[src/rtl/ram_serdes_pkg.sv]
// Shared types and constants for the ram_serdes 32-bit to 16-bit RAM link bridge.
package ram_serdes_pkg;

  localparam int unsigned BeatW = 16;

  typedef enum logic [3:0] {
    StIdle,
    StAddrLo,
    StAddrHi,
    StTurn,
    StRdLo,
    StRdHi,
    StWrLo,
    StWrHi,
    StResp
  } state_e;

  function automatic logic [BeatW-1:0] beat_sel(input logic [2*BeatW-1:0] word, input logic hi);
    return hi ? word[2*BeatW-1:BeatW] : word[BeatW-1:0];
  endfunction

endpackage

[src/rtl/ram_serdes.sv]
// Serialises 32-bit core requests onto a 16-bit external RAM link with bus turnaround on reads.
// Optional RAM_SERDES_ALIGN_CHK_EN: misaligned requests bypass the link and respond with an error.
module ram_serdes
  import ram_serdes_pkg::*;
#(
  parameter int unsigned TURN_CYCLES = 1
) (
  input  logic             clk,
  input  logic             rst_n,
  input  logic             req_valid,
  output logic             req_ready,
  input  logic             req_we,
  input  logic [31:0]      req_addr,
  input  logic [31:0]      req_wdata,
  output logic             rsp_valid,
  output logic [31:0]      rsp_rdata,
  output logic             rsp_err,
  output logic [BeatW-1:0] link_out,
  output logic             link_oe,
  input  logic [BeatW-1:0] link_in,
  output logic             link_strobe,
  output logic             link_we
);

  localparam logic [2:0] TurnInit = 3'(TURN_CYCLES - 1);

  state_e      state_q, state_d;
  logic [2:0]  turn_q, turn_d;
  logic        we_q;
  logic [31:0] addr_q, wdata_q, rdata_q;
  logic        accept;
  logic        misaligned;

`ifdef RAM_SERDES_ALIGN_CHK_EN
  localparam logic [31:0] AddrMask = 32'hFFFF_FFFF;
  logic err_q;

  assign misaligned = (req_addr[1:0] != 2'b00);
  assign rsp_err    = (state_q == StResp) & err_q;

  always_ff @(posedge clk or negedge rst_n) begin
    if (!rst_n) begin
      err_q <= 1'b0;
    end else if (accept) begin
      err_q <= misaligned;
    end
  end
`else
  // Without the check, low address bits are simply dropped on the link.
  localparam logic [31:0] AddrMask = 32'hFFFF_FFFC;

  assign misaligned = 1'b0;
  assign rsp_err    = 1'b0;
`endif

  assign req_ready = (state_q == StIdle);
  assign accept    = req_valid & req_ready;
  assign rsp_valid = (state_q == StResp);
  assign rsp_rdata = rdata_q;
  assign link_we   = (state_q != StIdle) & we_q;

  always_comb begin
    state_d = state_q;
    turn_d  = turn_q;
    unique case (state_q)
      StIdle:   if (req_valid) state_d = misaligned ? StResp : StAddrLo;
      StAddrLo: state_d = StAddrHi;
      StAddrHi: begin
        if (we_q) begin
          state_d = StWrLo;
        end else begin
          state_d = StTurn;
          turn_d  = TurnInit;
        end
      end
      StTurn: begin
        if (turn_q == 3'd0) state_d = StRdLo;
        else                turn_d  = turn_q - 3'd1;
      end
      StRdLo:   state_d = StRdHi;
      StRdHi:   state_d = StResp;
      StWrLo:   state_d = StWrHi;
      StWrHi:   state_d = StResp;
      StResp:   state_d = StIdle;
      default:  state_d = StIdle;
    endcase
  end

  always_comb begin
    link_out    = '0;
    link_oe     = 1'b0;
    link_strobe = 1'b0;
    unique case (state_q)
      StAddrLo, StAddrHi: begin
        link_oe     = 1'b1;
        link_strobe = 1'b1;
        link_out    = beat_sel(addr_q, state_q == StAddrHi);
      end
      StWrLo, StWrHi: begin
        link_oe     = 1'b1;
        link_strobe = 1'b1;
        link_out    = beat_sel(wdata_q, state_q == StWrHi);
      end
      StRdLo, StRdHi: link_strobe = 1'b1;
      default: ;
    endcase
  end

  always_ff @(posedge clk or negedge rst_n) begin
    if (!rst_n) begin
      state_q <= StIdle;
      turn_q  <= 3'd0;
      we_q    <= 1'b0;
      addr_q  <= '0;
      wdata_q <= '0;
      rdata_q <= '0;
    end else begin
      state_q <= state_d;
      turn_q  <= turn_d;
      if (accept) begin
        we_q    <= req_we;
        addr_q  <= req_addr & AddrMask;
        wdata_q <= req_wdata;
      end
      if (state_q == StRdLo) rdata_q[BeatW-1:0]       <= link_in;
      if (state_q == StRdHi) rdata_q[2*BeatW-1:BeatW] <= link_in;
    end
  end

endmodule

[config.mk]
export PLATFORM = sky130hd
export DESIGN_NAME = ram_serdes
export DESIGN_NICKNAME = d
export VERILOG_FILES = /design/src/rtl/ram_serdes_pkg.sv /design/src/rtl/ram_serdes.sv
export SDC_FILE = /design/constraint.sdc
export NUM_CORES = 1
export LEC_CHECK = 0
export BUFFER_PORTS_ARGS = -buffer_cell sky130_fd_sc_hd__buf_2
export CAP_MARGIN = 20
export CORE_MARGIN = 2
export CORE_UTILIZATION = 45
export CTS_CLUSTER_DIAMETER = 50
export CTS_CLUSTER_SIZE = 24
export DETAILED_ROUTE_END_ITERATION = 8
export PLACE_DENSITY = 0.71
export SLEW_MARGIN = 20
export SYNTH_ARGS = -nofsm -noshare
export SYNTH_HDL_FRONTEND = slang
export SYNTH_SLANG_ARGS = --single-unit
[constraint.sdc]
create_clock -name clk -period 3.9 [get_ports clk]
set_input_delay 1.17 -clock clk [delete_from_list [all_inputs] [get_ports clk]]
set_output_delay 1.17 -clock clk [all_outputs]
set_load 0.02 [all_outputs]
==> results.py <==
metrics = {
    "pwr": {
        "peakVddDrop_v": 0.000402,
        "combinationalPowerShare_pct": 48.1,
        "seqPwrFrac_pct": 37.9,
        "total_power_mw": 5.11,
        "power_density_nw_per_um2": 893,
        "p_leak_nw": 2.88,
        "swShare_pct": 37.0,
        "p_clk_share_pct": 14.0,
        "intPower_mw": 3.22,
        "p_sw_mw": 1.89,
    },
    "placement": {
        "io_buffers": 134,
        "gp_congestion": 0.750,
        "place_hpwl_microns": 6790,
        "dp_slack_ns": 0.870,
    },
    "timing": {
        "fin_crit_sh_pct": 87.6,
        "fin_setup_tns_ns": 0,
        "worst_slew_pin_slew_ns": 0.797,
        "hold_violations": 0,
        "min_period_ns": 3.42,
        "finalClockSkew_ns": 0.00900,
        "setup_viol": 0,
        "max_slew_margin_pct": 46.9,
        "rsz0062_at_grt": "no",
        "drv_slew": 0,
        "fmax_mhz": 293,
        "finalWorstSetupSlack_ns": 0.484,
    },
    "critical_path": {
        "r2r_cells": 4,
        "critPathSlowestCell": "dfrtp_1",
        "cp_max_fo": 17,
        "end_kind": "primary output",
        "crit_type": "reg -> out",
        "worstReg2RegEnd": "wdata_q[5]",
        "crit_cells": 3,
        "slowest_delay_ns": 0.73,
        "path_buf_inv": 1,
        "critPathRequiredTime_ns": 2.73,
        "r2r_slack_ns": 1.67,
        "worst-endpoint-arrival_ns": 2.25,
        "rr_startpoint": "state_q[1]",
        "crit_path_start_kind": "flip-flop",
        "cp_top_family": "flip-flops",
        "path_cells": "nand3b_1 > o22ai_1 > buf_2",
    },
    "drt": {
        "drt_iter0_markers": 177,
        "routedWlPerCell_microns": 16.6,
        "postRouteAntennaNets": 0,
        "first_pass_iters": 4,
        "vias_per_cell": 5.21,
        "drc": 0,
        "dr_total_vias": 3053,
        "routed_wirelength_microns": 9730,
    },
    "die": {
        "core_sq_um": 10300,
        "die_x_microns": 106,
        "io_pins": 138,
        "rows": 37,
        "die_h_microns": 106,
        "start_util_pct": 46.0,
        "die-area_sq_um": 11300,
    },
    "cts": {
        "insertion_delay_ns": 0.36,
        "clock_tree.buffer_depth": 2,
        "cts_made_buffers": 9,
        "cts.sinks": 102,
        "path_clk_slew_ns": 0.10,
        "cts.repair.resized": 0,
        "cts_setup_buffers": 0,
        "cts_tree": "done",
        "postCtsHoldBufs": 0,
        "cts_root_buf": "clkbuf_8",
        "htree_levels": 3,
    },
    "min_path": {
        "hold_end": "rsp_rdata[25]",
        "worstHoldPathType": "reg -> reg",
        "hp-start": "rsp_rdata[25]",
        "hold_path_depth": 1,
    },
    "global_route": {
        "grt-ovfl-total": 0,
        "grt_pass1_vias": 3117,
        "grt_antenna_before_repair": 0,
        "grt_max_degree": 62,
        "grt_pass1_wl_microns": 15600,
        "grt.total_usage_pct": 17.6,
    },
    "logic_synthesis": {
        "synthTopCellsByCount": "dfrtp_1 (102), mux2_4 (60), mux2_2 (35), a22oi_1 (16)",
        "synthCells": 316,
        "synth_fp_nets": 402,
        "yosys_warnings": 0,
        "synth_most_common_cell": "dfrtp_1",
        "avgSynthCellArea_sq_um": 15.0,
        "ys_seq_area_share_pct": 54.0,
        "synth_edf_count": 0,
        "synth_top_area_share_pct": 54.0,
        "synth_area_leaders": "dfrtp_1 (54%), mux2_4 (19%), mux2_2 (8.3%)",
        "async_flop_share_pct": 100,
        "synth_area_leader_cell": "dfrtp_1",
        "synth_cell_types": 39,
        "synth-seq-cells": 102,
        "synth_flop_cell": "dfrtp_1",
        "netlist_area_sq_um": 4720,
    },
    "final_layout": {
        "drive_gt1_share_pct": 57.3,
        "nets": 532,
        "area_growth_pct": 21.0,
        "diodes": 0,
        "finish.utilization_pct": 55.6,
        "fill_cells": 858,
    },
    "run_status": {
        "status": "complete, no violations",
    },
    "flow_run": {
        "maxCapViolCount": 0,
    },
}
flip-flops by register name, summed over array words and instances (netlist names):
signal,count
state_q,4
we_q,1
addr_q,30
wdata_q,32
turn_q,3
rsp_rdata,32
placed cells by master (no fill, tap or decap), drive strengths merged, types with 2 or more instances in the layout:
cell type and instances:
a22o 2, mux2 95, buf 142, and3 2, dfrtp 102, a21oi 2
o22ai 14, mux2i 14, a221o 2, o21ai 4, or2 2, nand3 2
a22oi 16, nor2 5, inv 6, nand2 2, ha 2, bufinv 2
nor3b 4, and3b 2, nor2b 5, clkbuf 10, nor4b 2
cell families (layout without fill, tap and decap cells):
family                   Yosys count  after routing  synth area share, %
flip-flops                       102            102                 54.0
AO/OA/AOI/OAI                     43             43                 6.33
buffers and inverters             27            161                 3.47
AND/OR/NAND/NOR                   31             31                 5.01
XOR/XNOR                           1              1                0.185
other                              1              1               0.0794
multiplexers                     109            109                 30.4
adder cells (fa/ha/maj)            2              2                0.530
metal layers:
| metal | vias up | wire, microns | track usage (%) |
|---|---|---|---|
| met5 | - | 0 | 0 |
| met4 | 0 | 112 | 6.03 |
| met3 | 10 | 796 | 5.70 |
| met2 | 108 | 4570 | 27.9 |
| met1 | 1524 | 4240 | 23.0 |
| li1 | 1411 | - | - |
area by class of cell:
class	instances	area [sq um]	area share [%]
Timing Repair Buffer	142	762	13.3
Tap cell	136	170	2.98
Sequential cell	102	2550	44.6
Inverter	4	15.0	0.263
Multi-Input combinational cell	187	2010	35.1
Clock buffer	10	128	2.23
Clock inverter	5	82.6	1.44
power by group through the flow:
| stage | Sequential, mW | Combinational (mW) | Clock, mW |
|---|---|---|---|
| after floorplan | 2.04 | 1.72 | 0 |
| after global placement | 1.91 | 2.43 | 0 |
| after detailed placement | 1.94 | 2.47 | 0 |
| after CTS | 1.93 | 2.47 | 0.741 |
| after global routing | 2.00 | 2.64 | 0.788 |
| final | 1.93 | 2.46 | 0.716 |
stage by stage:
| stage | cells | instance area, sq um | hold slack, ns |
|---|---|---|---|
| 3_5_place_dp | 570 | 5500 | 0.491 |
| 5_1_grt | 586 | 5720 | 0.532 |
| 3_3_place_gp | 570 | 5500 | 0.483 |
| 6_report | 586 | 5720 | 0.508 |
| 2_1_floorplan | 316 | 4720 | 0.479 |
| 4_1_cts | 585 | 5710 | 0.514 |
how the worst max path moves through the flow:
stage | start | slack [ns] | endpoint
finish | state_q[1] | 0.48 | link_out[12]
global route | state_q[1] | 0.28 | link_out[12]
CTS | state_q[1] | 0.47 | link_out[12]
detailed placement | state_q[1] | 0.87 | link_out[12]
floorplan | state_q[0] | 1.04 | rsp_valid
global placement | state_q[1] | 0.89 | link_out[12]
worst register-to-register path, stage by stage (launching register included):
cell	delay, ns
dfrtp_1	0.60
nor4_4	0.44
nand2_4	0.39
buf_12	0.35
mux2_4	0.34
Note: power is estimated with default switching activity, not from simulation.
